==> config.mk <==
export PLATFORM = sky130hd
export DESIGN_NAME = coef_rotator_flat
export DESIGN_NICKNAME = d
export VERILOG_FILES = /design/src/rtl/coef_rotator_pkg.sv /design/src/rtl/coef_rotator_if.sv /design/src/rtl/coef_rotator_neg_mod.sv /design/src/rtl/coef_rotator.sv /design/src/flat_wrapper.sv
export SDC_FILE = /design/constraint.sdc
export NUM_CORES = 1
export LEC_CHECK = 0
export CORE_UTILIZATION = 60
export DETAILED_ROUTE_END_ITERATION = 10
export DONT_BUFFER_PORTS = 1
export PLACE_DENSITY = 0.79
export SKIP_LAST_GASP = 1
export SLEW_MARGIN = 30
export SYNTH_ARGS = -nofsm -noshare
export SYNTH_HDL_FRONTEND = slang
export SYNTH_SLANG_ARGS = --single-unit
==> constraint.sdc <==
create_clock -name clk -period 1.4 [get_ports clk]
set_clock_uncertainty 0.1 [all_clocks]
set_input_delay 0.28 -clock clk [delete_from_list [all_inputs] [get_ports clk]]
set_output_delay 0.28 -clock clk [all_outputs]
set_load 0.02 [all_outputs]
==> src/rtl/coef_rotator_pkg.sv <==
// coef_pkg: shared states, mode/direction encodings and count-width helper for coef_rotator
package coef_pkg;
    localparam logic [0:0] ST_IDLE = 1'b0;
    localparam logic [0:0] ST_ACTIVE = 1'b1;
    typedef enum logic [0:0] {IDLE = ST_IDLE, ACTIVE = ST_ACTIVE} state_t;
    localparam logic MODE_CYCLIC = 1'b0;
    localparam logic MODE_NEGACYCLIC = 1'b1;
    localparam logic DIR_UP = 1'b0;
    localparam logic DIR_DOWN = 1'b1;
    function automatic int cnt_w(input int n);
        return $clog2(n) + 1;
    endfunction
endpackage

==> src/rtl/coef_rotator_if.sv <==
// coef_rotator_if: load handshake, step control and lane outputs of the coefficient rotator
interface coef_rotator_if #(
    parameter int N = 4,
    parameter int W = 2
);
    import coef_pkg::*;
    logic load_valid;
    logic load_ready;
    logic [N*W-1:0] load_data;
    logic load_mode;
    logic step_en;
    logic dir;
    logic abort;
    logic [N*W-1:0] coef_flat;
    logic coef_valid;
    logic [cnt_w(N)-1:0] step_cnt;
    logic done;
    modport master (
        output load_valid, load_data, load_mode, step_en, dir, abort,
        input load_ready, coef_flat, coef_valid, step_cnt, done
    );
    modport slave (
        input load_valid, load_data, load_mode, step_en, dir, abort,
        output load_ready, coef_flat, coef_valid, step_cnt, done
    );
endinterface

==> src/rtl/coef_rotator_neg_mod.sv <==
// coef_neg_mod: two's-complement negation mod 2^W for the wrap lane
module coef_neg_mod #(
    parameter int W = 2
) (
    input  logic [W-1:0] a,
    output logic [W-1:0] y
);
    assign y = ~a + W'(1);
endmodule

==> src/rtl/coef_rotator.sv <==
// coef_rotator: N-lane register multiplying the held polynomial by x or x^-1, cyclic or negacyclic
module coef_rotator
    import coef_pkg::*;
#(
    parameter int N = 4,
    parameter int W = 2
) (
    input  logic clk,
    input  logic reset,
    coef_rotator_if.slave bus
);
    localparam int CW = cnt_w(N);
    logic [N-1:0][W-1:0] c;
    logic [N-1:0][W-1:0] nxt;
    logic mode;
    logic [CW-1:0] cnt;
    logic done_q;
    state_t state;
    logic [W-1:0] neg_top;
    logic [W-1:0] neg_bot;
    coef_neg_mod #(.W(W)) u_neg_top (.a(c[N-1]), .y(neg_top));
    coef_neg_mod #(.W(W)) u_neg_bot (.a(c[0]), .y(neg_bot));
    // only the lane that wraps around the polynomial end sees the negation
    for (genvar i = 0; i < N; i++) begin : g_lane
        logic [W-1:0] up;
        logic [W-1:0] dn;
        assign up = (i == 0) ? (mode ? neg_top : c[N-1]) : c[(i + N - 1) % N];
        assign dn = (i == N - 1) ? (mode ? neg_bot : c[0]) : c[(i + 1) % N];
        assign nxt[i] = (bus.dir == DIR_DOWN) ? dn : up;
    end
    always_ff @(posedge clk or posedge reset) begin
        if (reset) begin
            c <= '0;
            mode <= MODE_CYCLIC;
            cnt <= '0;
            done_q <= 1'b0;
            state <= IDLE;
        end else begin
            done_q <= 1'b0;
            if (state == IDLE) begin
                if (bus.load_valid) begin
                    c <= bus.load_data;
                    mode <= bus.load_mode;
                    cnt <= '0;
                    state <= ACTIVE;
                end
            end else if (bus.abort) begin
                state <= IDLE;
            end else if (bus.step_en) begin
                c <= nxt;
                cnt <= cnt + CW'(1);
                if (cnt == CW'(N - 1)) begin
                    state <= IDLE;
                    done_q <= 1'b1;
                end
            end
        end
    end
    assign bus.load_ready = (state == IDLE);
    assign bus.coef_valid = (state == ACTIVE);
    assign bus.coef_flat = c;
    assign bus.step_cnt = cnt;
    assign bus.done = done_q;
endmodule

==> src/flat_wrapper.sv <==
// flat-port wrapper written by rule: the top's interface ports become plain ports
module coef_rotator_flat import coef_pkg::*;
#(
    parameter int N = 4,
    parameter int W = 2
)
  (clk, reset, bus_load_valid, bus_load_data, bus_load_mode, bus_step_en, bus_dir, bus_abort, bus_load_ready, bus_coef_flat, bus_coef_valid, bus_step_cnt, bus_done);
  coef_rotator_if #(.N(N), .W(W)) bus_i ();
  input  logic clk;
  input  logic reset;
  input wire logic [$bits(bus_i.load_valid)-1:0] bus_load_valid;
  input wire logic [$bits(bus_i.load_data)-1:0] bus_load_data;
  input wire logic [$bits(bus_i.load_mode)-1:0] bus_load_mode;
  input wire logic [$bits(bus_i.step_en)-1:0] bus_step_en;
  input wire logic [$bits(bus_i.dir)-1:0] bus_dir;
  input wire logic [$bits(bus_i.abort)-1:0] bus_abort;
  output wire logic [$bits(bus_i.load_ready)-1:0] bus_load_ready;
  output wire logic [$bits(bus_i.coef_flat)-1:0] bus_coef_flat;
  output wire logic [$bits(bus_i.coef_valid)-1:0] bus_coef_valid;
  output wire logic [$bits(bus_i.step_cnt)-1:0] bus_step_cnt;
  output wire logic [$bits(bus_i.done)-1:0] bus_done;
  assign bus_i.load_valid = bus_load_valid;
  assign bus_i.load_data = bus_load_data;
  assign bus_i.load_mode = bus_load_mode;
  assign bus_i.step_en = bus_step_en;
  assign bus_i.dir = bus_dir;
  assign bus_i.abort = bus_abort;
  assign bus_load_ready = bus_i.load_ready;
  assign bus_coef_flat = bus_i.coef_flat;
  assign bus_coef_valid = bus_i.coef_valid;
  assign bus_step_cnt = bus_i.step_cnt;
  assign bus_done = bus_i.done;
  coef_rotator #(.N(N), .W(W)) u_core (.clk(clk), .reset(reset), .bus(bus_i));
endmodule
==> implementation parameters, run 1 <==
Parameter                              Value

Clock tree
  Number of buffers added by the clock tree synthesis step    3
  Clock slew at reported path FFs    0.09 ns
  H-tree lvl count    1
  Clock tree from TritonCTS    yes
  Clock latency of the later-clocked register in the worst-skew pair    0.29 ns
  Clock Tree Root    sky130_fd_sc_hd__clkbuf_4
  Buffer depth of the longest clock path    2
  Number of sinks driven by the clock tree    14

Global routing
  Number of antenna violations at the first check in global routing    0
  GRT Resource Usage Total    0.2667
  Via count of the first global-routing pass    602
  Aggregate global routing overflow    0
  Global-route wire length before repair    2.718 mm
  Maximum number of pins on one net before global-route repair    15

Drt
  Avg WL per Cell    16.13 um
  DRC errors left    0
  Detailed-route via count    674
  Drt first pass iters    4
  DRC violation total after the first TritonRoute iteration    11
  Post-route antenna net violation count    0
  WL final    1.790 mm
  Vias per std cell    6.072

Die
  Area of the core region    1318 um2
  Die height    39.74 um
  Width of the die    39.74 um
  Top Ports    29
  Row Count    13
  Starting density of the core    0.6486
  Total Die Area    1579 um2

Synthesis
  Netlist area before placement    854.6 um2
  Sequential area share after synthesis    0.4100
  Cell taking the most area after synthesis    sky130_fd_sc_hd__dfrtp_1
  Count of different cell masters after synthesis    28
  Avg Inst Size Synth    10.82 um2
  Synth warn    0
  Seq cells post-synth    14
  Cell count after synthesis    79
  Net count of the mapped netlist    96
  Largest cells by area after synthesis    sky130_fd_sc_hd__dfrtp_1, sky130_fd_sc_hd__mux2_4, sky130_fd_sc_hd__mux2i_1
  Area share of the largest cell type after synthesis    0.4100

Timing
  Actual transition at the worst max-transition pin    0.5254 ns
  Total setup violations reported at the end of the flow    0
  Max-slew violation count    0
  Post-Route Setup TNS    0 ns
  Max-slew headroom    0.6493
  Unrepaired setup endpoints after global routing    no
  Number of hold-slack violations in the final timing report    0
  Fin crit period    1.351 ns
  Fin Hold WS    0.001543 ns
  Post-route fraction of the period consumed by the critical path    0.9650
  Achievable clock frequency    0.7402 GHz

Cells and area
  Combined area of the multi-input logic cells    451.7 um2
  Fillers    89
  Layout-stage area growth over the synthesis result    18.89%
  Sequential cell area    351.6 um2
  N_diodes    0
  Number of nets in the final layout    114
  Fraction of final layout cells with drive strength greater than 1    0.3021

Critical path
  Type of the setup path with the least slack    flip-flop to flip-flop
  Bufs and invs on worst path    0
  Required time of the critical path    1.48 ns
  Capturing element type of the critical path    flip-flop
  Critical path's slowest cell    sky130_fd_sc_hd__dfrtp_2
  Slowest Stage Delay on Critical Path    0.44 ns
  CP arrival    1.44 ns
  Critical path, cell by cell    nand2b_2, nand2_8, mux2_4
  Startpoint type of the worst setup path    flip-flop
  Largest delay contributor family on the critical path    flip-flops
  Largest fanout of any net on the critical path    10

Worst hold path
  Class of the worst hold path    input pin to flip-flop

Power and ir drop
  Power density over the cells    1752 nW/um2
  Pleak    0.4939 nW
  Largest voltage drop on the vdd net    0.8774 mV

Place
  Hpwl dp    1.244 mm
  Final GP Congestion    0.7678
  Port buffer count    0

Outcome
  Outcome    completed

Job
  Max-capacitance violation count    0
cell type report:
cell class | instances | share of cell area
multi-input cells | 57 | 0.4446
flip-flops and latches | 14 | 0.3461
repair buffers | 16 | 0.1293
clock buffers | 4 | 0.03571
inverters | 5 | 0.02586
well taps | 15 | 0.01847
cells by family (layout without fill, tap and decap cells):
family	after synthesis	in the layout	share of synthesized area
multiplexers	12	12	0.1757
XOR/XNOR	1	1	0.01025
AO/OA/AOI/OAI	17	17	0.1288
adder cells (fa/ha/maj)	2	2	0.02928
AND/OR/NAND/NOR	25	25	0.1845
buffers and inverters	8	25	0.06148
flip-flops	14	14	0.4100
path summary, 6_finish.rpt:
| path | startpoint | to | slack, ns | cells past startpoint |
|---|---|---|---|---|
| worst max-delay path | u_core.bus.coef_valid | u_core.g_lane[0].dn[0] | 0.05 | 3 |
| worst min-delay path | bus_load_mode | u_core.mode | 0.002 | 2 |
| worst max register to register | u_core.bus.coef_valid | u_core.g_lane[0].dn[0] | 0.05 | 3 |
| worst min register to register | u_core.bus.step_cnt[2] | u_core.bus.step_cnt[2] | 0.48 | 2 |
| max in group asynchronous | reset | u_core.bus.coef_valid | 0.46 | 2 |
| min in group asynchronous | reset | u_core.g_lane[1].dn[1] | 0.35 | 2 |
stage by stage:
| stage | setup slack, ns | total power, W | utilization | std cells | instance area [um2] |
|---|---|---|---|---|---|
| 2_1_floorplan | 0.01978 | 0.001239 | - | 79 | 854.6 |
| 3_3_place_gp | 0.06699 | 0.001426 | 0.6999 | 102 | 922.1 |
| 3_5_place_dp | 0.02821 | 0.001448 | 0.6999 | 102 | 922.1 |
| 4_1_cts | 0.01113 | 0.001766 | 0.7645 | 111 | 1007 |
| 5_1_grt | 0.008546 | 0.001884 | 0.7711 | 111 | 1016 |
| 6_report | 0.04900 | 0.001780 | 0.7711 | 111 | 1016 |
Yosys cell counts:
| library cell | instances |
|---|---|
| sky130_fd_sc_hd__dfrtp_1 | 14 |
| sky130_fd_sc_hd__nand2_1 | 8 |
| sky130_fd_sc_hd__a21oi_1 | 6 |
| sky130_fd_sc_hd__mux2_4 | 6 |
| sky130_fd_sc_hd__mux2i_1 | 6 |
| sky130_fd_sc_hd__nor2_1 | 6 |
| sky130_fd_sc_hd__inv_1 | 4 |
| sky130_fd_sc_hd__buf_6 | 3 |
| sky130_fd_sc_hd__a31oi_1 | 2 |
| sky130_fd_sc_hd__ha_1 | 2 |
| sky130_fd_sc_hd__nand3b_1 | 2 |
| sky130_fd_sc_hd__nor3_1 | 2 |
| sky130_fd_sc_hd__o21ai_1 | 2 |
| sky130_fd_sc_hd__o22ai_1 | 2 |
| sky130_fd_sc_hd__a211o_1 | 1 |
| sky130_fd_sc_hd__a21bo_2 | 1 |
| sky130_fd_sc_hd__a22o_1 | 1 |
| sky130_fd_sc_hd__and2b_1 | 1 |
| sky130_fd_sc_hd__and3b_1 | 1 |
| sky130_fd_sc_hd__inv_2 | 1 |
| sky130_fd_sc_hd__nand2_8 | 1 |
| sky130_fd_sc_hd__nand2b_2 | 1 |
| sky130_fd_sc_hd__nand3b_4 | 1 |
| sky130_fd_sc_hd__nand4b_1 | 1 |
| sky130_fd_sc_hd__nor2b_1 | 1 |
| sky130_fd_sc_hd__o2111ai_1 | 1 |
| sky130_fd_sc_hd__o22a_1 | 1 |
| sky130_fd_sc_hd__xnor2_1 | 1 |
layout by cell type (no fill, tap or decap), types with 2 or more instances in the layout:
cell / instances
sky130_fd_sc_hd__a21oi_1: 6
sky130_fd_sc_hd__mux2i_1: 6
sky130_fd_sc_hd__nand3b_1: 2
sky130_fd_sc_hd__nand2_1: 8
sky130_fd_sc_hd__buf_4: 12
sky130_fd_sc_hd__ha_1: 2
sky130_fd_sc_hd__nor2_1: 6
sky130_fd_sc_hd__mux2_4: 6
sky130_fd_sc_hd__o21ai_1: 2
sky130_fd_sc_hd__dlygate4sd3_1: 3
sky130_fd_sc_hd__a31oi_1: 2
sky130_fd_sc_hd__inv_1: 4
sky130_fd_sc_hd__dfrtp_1: 13
sky130_fd_sc_hd__nor3_1: 2
sky130_fd_sc_hd__o22ai_1: 2
sky130_fd_sc_hd__clkbuf_4: 3
where the power goes:
| part | switching (W) | internal, W | total [W] | leakage, nW |
|---|---|---|---|---|
| clock | 0.000145 | 0.000159 | 0.000304 | 0.0210 |
| combinational | 0.000338 | 0.000393 | 0.000731 | 0.306 |
| sequential | 0.000214 | 0.000532 | 0.000745 | 0.167 |
flip-flops by register name (all words and copies together), names as in the netlist:
signal and cells:
u_core.g_lane.dn 6, u_core.g_lane.up 2, u_core.bus.done 1, u_core.bus.step_cnt 3, u_core.mode 1, u_core.bus.coef_valid 1
layer usage:
metal | wire, um | up-vias | track usage
li1 | - | 312 | -
met2 | 882 | 22 | 0.4303
met4 | 38 | 0 | 0.1034
met5 | 0 | - | 0
met1 | 779 | 336 | 0.3275
met3 | 89 | 4 | 0.07955
worst register-to-register path: stages (launching register included):
cell,delay [ns]
sky130_fd_sc_hd__dfrtp_2,0.44
sky130_fd_sc_hd__nand2b_2,0.26
sky130_fd_sc_hd__nand2_8,0.14
sky130_fd_sc_hd__mux2_4,0.31
timing repair:
action / CTS / global route
buffers inserted: 2 / 0
hold buffers: 3 / 0
setup endpoints to repair: 1 / 1
gates resized for setup: 2 / 3
gates cloned: 0 / 0
endpoints found under the hold margin: 16 / 0
Power figures use the tool's default switching activity.
==> run 2, diff against run 1 <==
- CORE_MARGIN: not set -> 3
- PLACE_DENSITY: 0.79 -> not set
- PLACE_DENSITY_LB_ADDON: not set -> 0.1
==> run 2 against run 1 <==
  * Die area rose by 21%
  * Via count fell by 1.5%
  * Core utilization rose by 4.4 points
  * Flip-flop and latch count did not move
  * Worst hold slack improved by 0.0052 ns
  * Combinational power rose by 17%
  * Register-to-register slack barely moved
  * Global-route usage fell by 3.5 points
  * Sequential power fell by 7.4%
  * Non-clock buffer count did not move
==> implementation parameters, run 2 (synthesis gave the netlist of run 1 again) <==
Parameter                              Value

Critical path
  Reg2reg start    u_core.bus.coef_valid (unchanged)
  Crit path launch    u_core.bus.coef_valid (unchanged)
  Cells on worst reg2reg path    3 (unchanged)
  Endpoint of the lowest-slack register-to-register path    u_core.g_lane[0].dn[0] (unchanged)
  Type of the setup path with the least slack    flip-flop to output port (was flip-flop to flip-flop)
  Capture point of the critical path    bus_load_ready (was u_core.g_lane[0].dn[0])
  Startpoint type of the worst setup path    flip-flop (unchanged)
  Capturing element type of the critical path    output port (was flip-flop)
  Reg2reg setup slack    0.06 ns (was 0.05 ns)
  Required time of the critical path    1.02 ns (was 1.48 ns)
  Largest fanout of any net on the critical path    6 (was 10)
  CP arrival    0.98 ns (was 1.44 ns)

Timing
  Total setup violations reported at the end of the flow    0 (unchanged)
  Post-route fraction of the period consumed by the critical path    0.9683 (was 0.9650)
  Fin crit period    1.356 ns (was 1.351 ns)
  Max-slew headroom    0.6296 (was 0.6493)
  Actual transition at the worst max-transition pin    0.5550 ns (was 0.5254 ns)
  Max-slew violation count    0 (unchanged)
  Achievable clock frequency    0.7377 GHz (was 0.7402 GHz)
  Setup slack of the critical path after layout    0.04439 ns (was 0.04900 ns)
  Number of hold-slack violations in the final timing report    0 (unchanged)

Job
  Max-capacitance violation count    0 (unchanged)

Place
  Instance count after placement with tap cells included    103 (was 102)
  DP Worst Slack    0.03197 ns (was 0.02821 ns)
  Total cell area at the placement stage    935.9 um2 (was 922.1 um2)
  Port buffer count    0 (unchanged)
  Hpwl dp    1.482 mm (was 1.244 mm)
  Final GP Congestion    0.7200 (was 0.7678)

Global routing
  Number of antenna violations at the first check in global routing    0 (unchanged)
  Aggregate global routing overflow    0 (unchanged)
  Maximum number of pins on one net before global-route repair    15 (unchanged)
  GRT Resource Usage Total    0.2320 (was 0.2667)
  Via count of the first global-routing pass    701 (was 602)
  Global-route wire length before repair    3.277 mm (was 2.718 mm)

Cells and area
  Layout-stage area growth over the synthesis result    15.96% (was 18.89%)
  Flip-flop count of the largest register after layout    6 (unchanged)
  Most frequent cells in the layout    sky130_fd_sc_hd__buf_4, sky130_fd_sc_hd__dfrtp_1, sky130_fd_sc_hd__nand2_1 (was sky130_fd_sc_hd__dfrtp_1, sky130_fd_sc_hd__buf_4, sky130_fd_sc_hd__nand2_1)
  Fillers    82 (was 89)
  Fraction of final layout cells with drive strength greater than 1    0.2947 (was 0.3021)
  Final Non-Filler Cells    109 (was 111)
  N_diodes    0 (unchanged)
  Final core utilization    0.8148 (was 0.7711)
  Number of nets in the final layout    114 (unchanged)
  Final instance area    991.0 um2 (was 1016 um2)

Power and ir drop
  Largest voltage drop on the vdd net    1.008 mV (was 0.8774 mV)
  Pleak    0.4852 nW (was 0.4939 nW)
  Design Power    0.001774 W (was 0.001780 W)
  Power density over the cells    1791 nW/um2 (was 1752 nW/um2)

Clock tree
  Number of buffers added by the clock tree synthesis step    3 (unchanged)
  H-tree lvl count    1 (unchanged)
  Clock latency of the later-clocked register in the worst-skew pair    0.27 ns (was 0.29 ns)
  Clock tree from TritonCTS    yes (unchanged)
  Number of sinks driven by the clock tree    14 (unchanged)
  Buffer depth of the longest clock path    2 (unchanged)
  Clock Tree Root    sky130_fd_sc_hd__clkbuf_4 (unchanged)
  Clock slew at reported path FFs    0.09 ns (about the same)

Worst hold path
  Class of the worst hold path    input pin to flip-flop (unchanged)

Outcome
  Outcome    completed (unchanged)

Drt
  DRC violation total after the first TritonRoute iteration    7 (was 11)
  Vias per std cell    6.092 (was 6.072)
  Drt first pass iters    4 (unchanged)
  DRC errors left    0 (unchanged)
  Post-route antenna net violation count    0 (unchanged)
  Detailed-route via count    664 (was 674)
  WL final    1.933 mm (was 1.790 mm)
  Avg WL per Cell    17.73 um (was 16.13 um)

Die
  Area of the core region    1216 um2 (was 1318 um2)
  Die height    43.74 um (was 39.74 um)
  Starting density of the core    0.7027 (was 0.6486)
  Total Die Area    1913 um2 (was 1579 um2)
  Row Count    12 (was 13)
  Width of the die    43.74 um (was 39.74 um)
  Top Ports    29 (unchanged)
[run 2: critical path: stages (launching register included)]
cell and delay, ns:
sky130_fd_sc_hd__dfrtp_1 0.41, sky130_fd_sc_hd__buf_4 0.19, sky130_fd_sc_hd__inv_6 0.10
[run 2: report_power, final]
part           internal [W]  switching [W]  leakage [nW]
clock             0.0000995       0.000131        0.0138
sequential         0.000532       0.000158         0.168
combinational      0.000427       0.000426         0.303
total               0.00106       0.000716         0.485
[run 2: metrics by stage]
| stage | hold WS [ns] | setup TNS, ns |
|---|---|---|
| after detailed placement | 0.1385 | 0 |
| final | 0.006750 | 0 |
| after global placement | 0.1245 | 0 |
| after CTS | 0.007085 | 0 |
| after floorplan | 0.06922 | 0 |
| after global routing | 0.01043 | -0.003571 |
[run 2: cell type report]
class	instances	area, um2	share of cell area
Inverter	5	23.77	0.02399
Multi-Input combinational cell	57	451.7	0.4558
Clock buffer	3	22.52	0.02273
Sequential cell	14	350.3	0.3535
Tap cell	14	17.52	0.01768
Timing Repair Buffer	16	125.1	0.1263
[run 2: repair_timing]
action                                 CTS  global route
gates resized for setup                  1             1
hold buffers                             2             0
setup endpoints to repair                1             1
endpoints found under the hold margin   15             0
cloned                                   0             0
setup buffers                            1             0
[run 2: how the worst min path moves through the flow]
stage                  startpoint                    end  slack (ns)  cells after the start
finish              bus_load_mode            u_core.mode       0.007                      2
global route        bus_load_mode            u_core.mode        0.01                      2
CTS                 bus_load_mode            u_core.mode       0.007                      2
detailed placement          reset        u_core.bus.done        0.14                      1
global placement            reset        u_core.bus.done        0.12                      1
floorplan                   reset  u_core.bus.coef_valid        0.07                      1
[run 2: layer usage]
layer	wire (um)	vias to the layer above	track usage
met1	828	326	0.2775
li1	-	315	-
met4	22	0	0.09036
met5	0	-	0
met3	94	2	0.04149
met2	988	21	0.4070
==> run 3, diff against run 2 <==
- ABC_AREA: not set -> 0
- TNS_END_PERCENT: not set -> 30
==> results of run 3 <==
Final layout, timing and power as in run 2 (identical DEF).
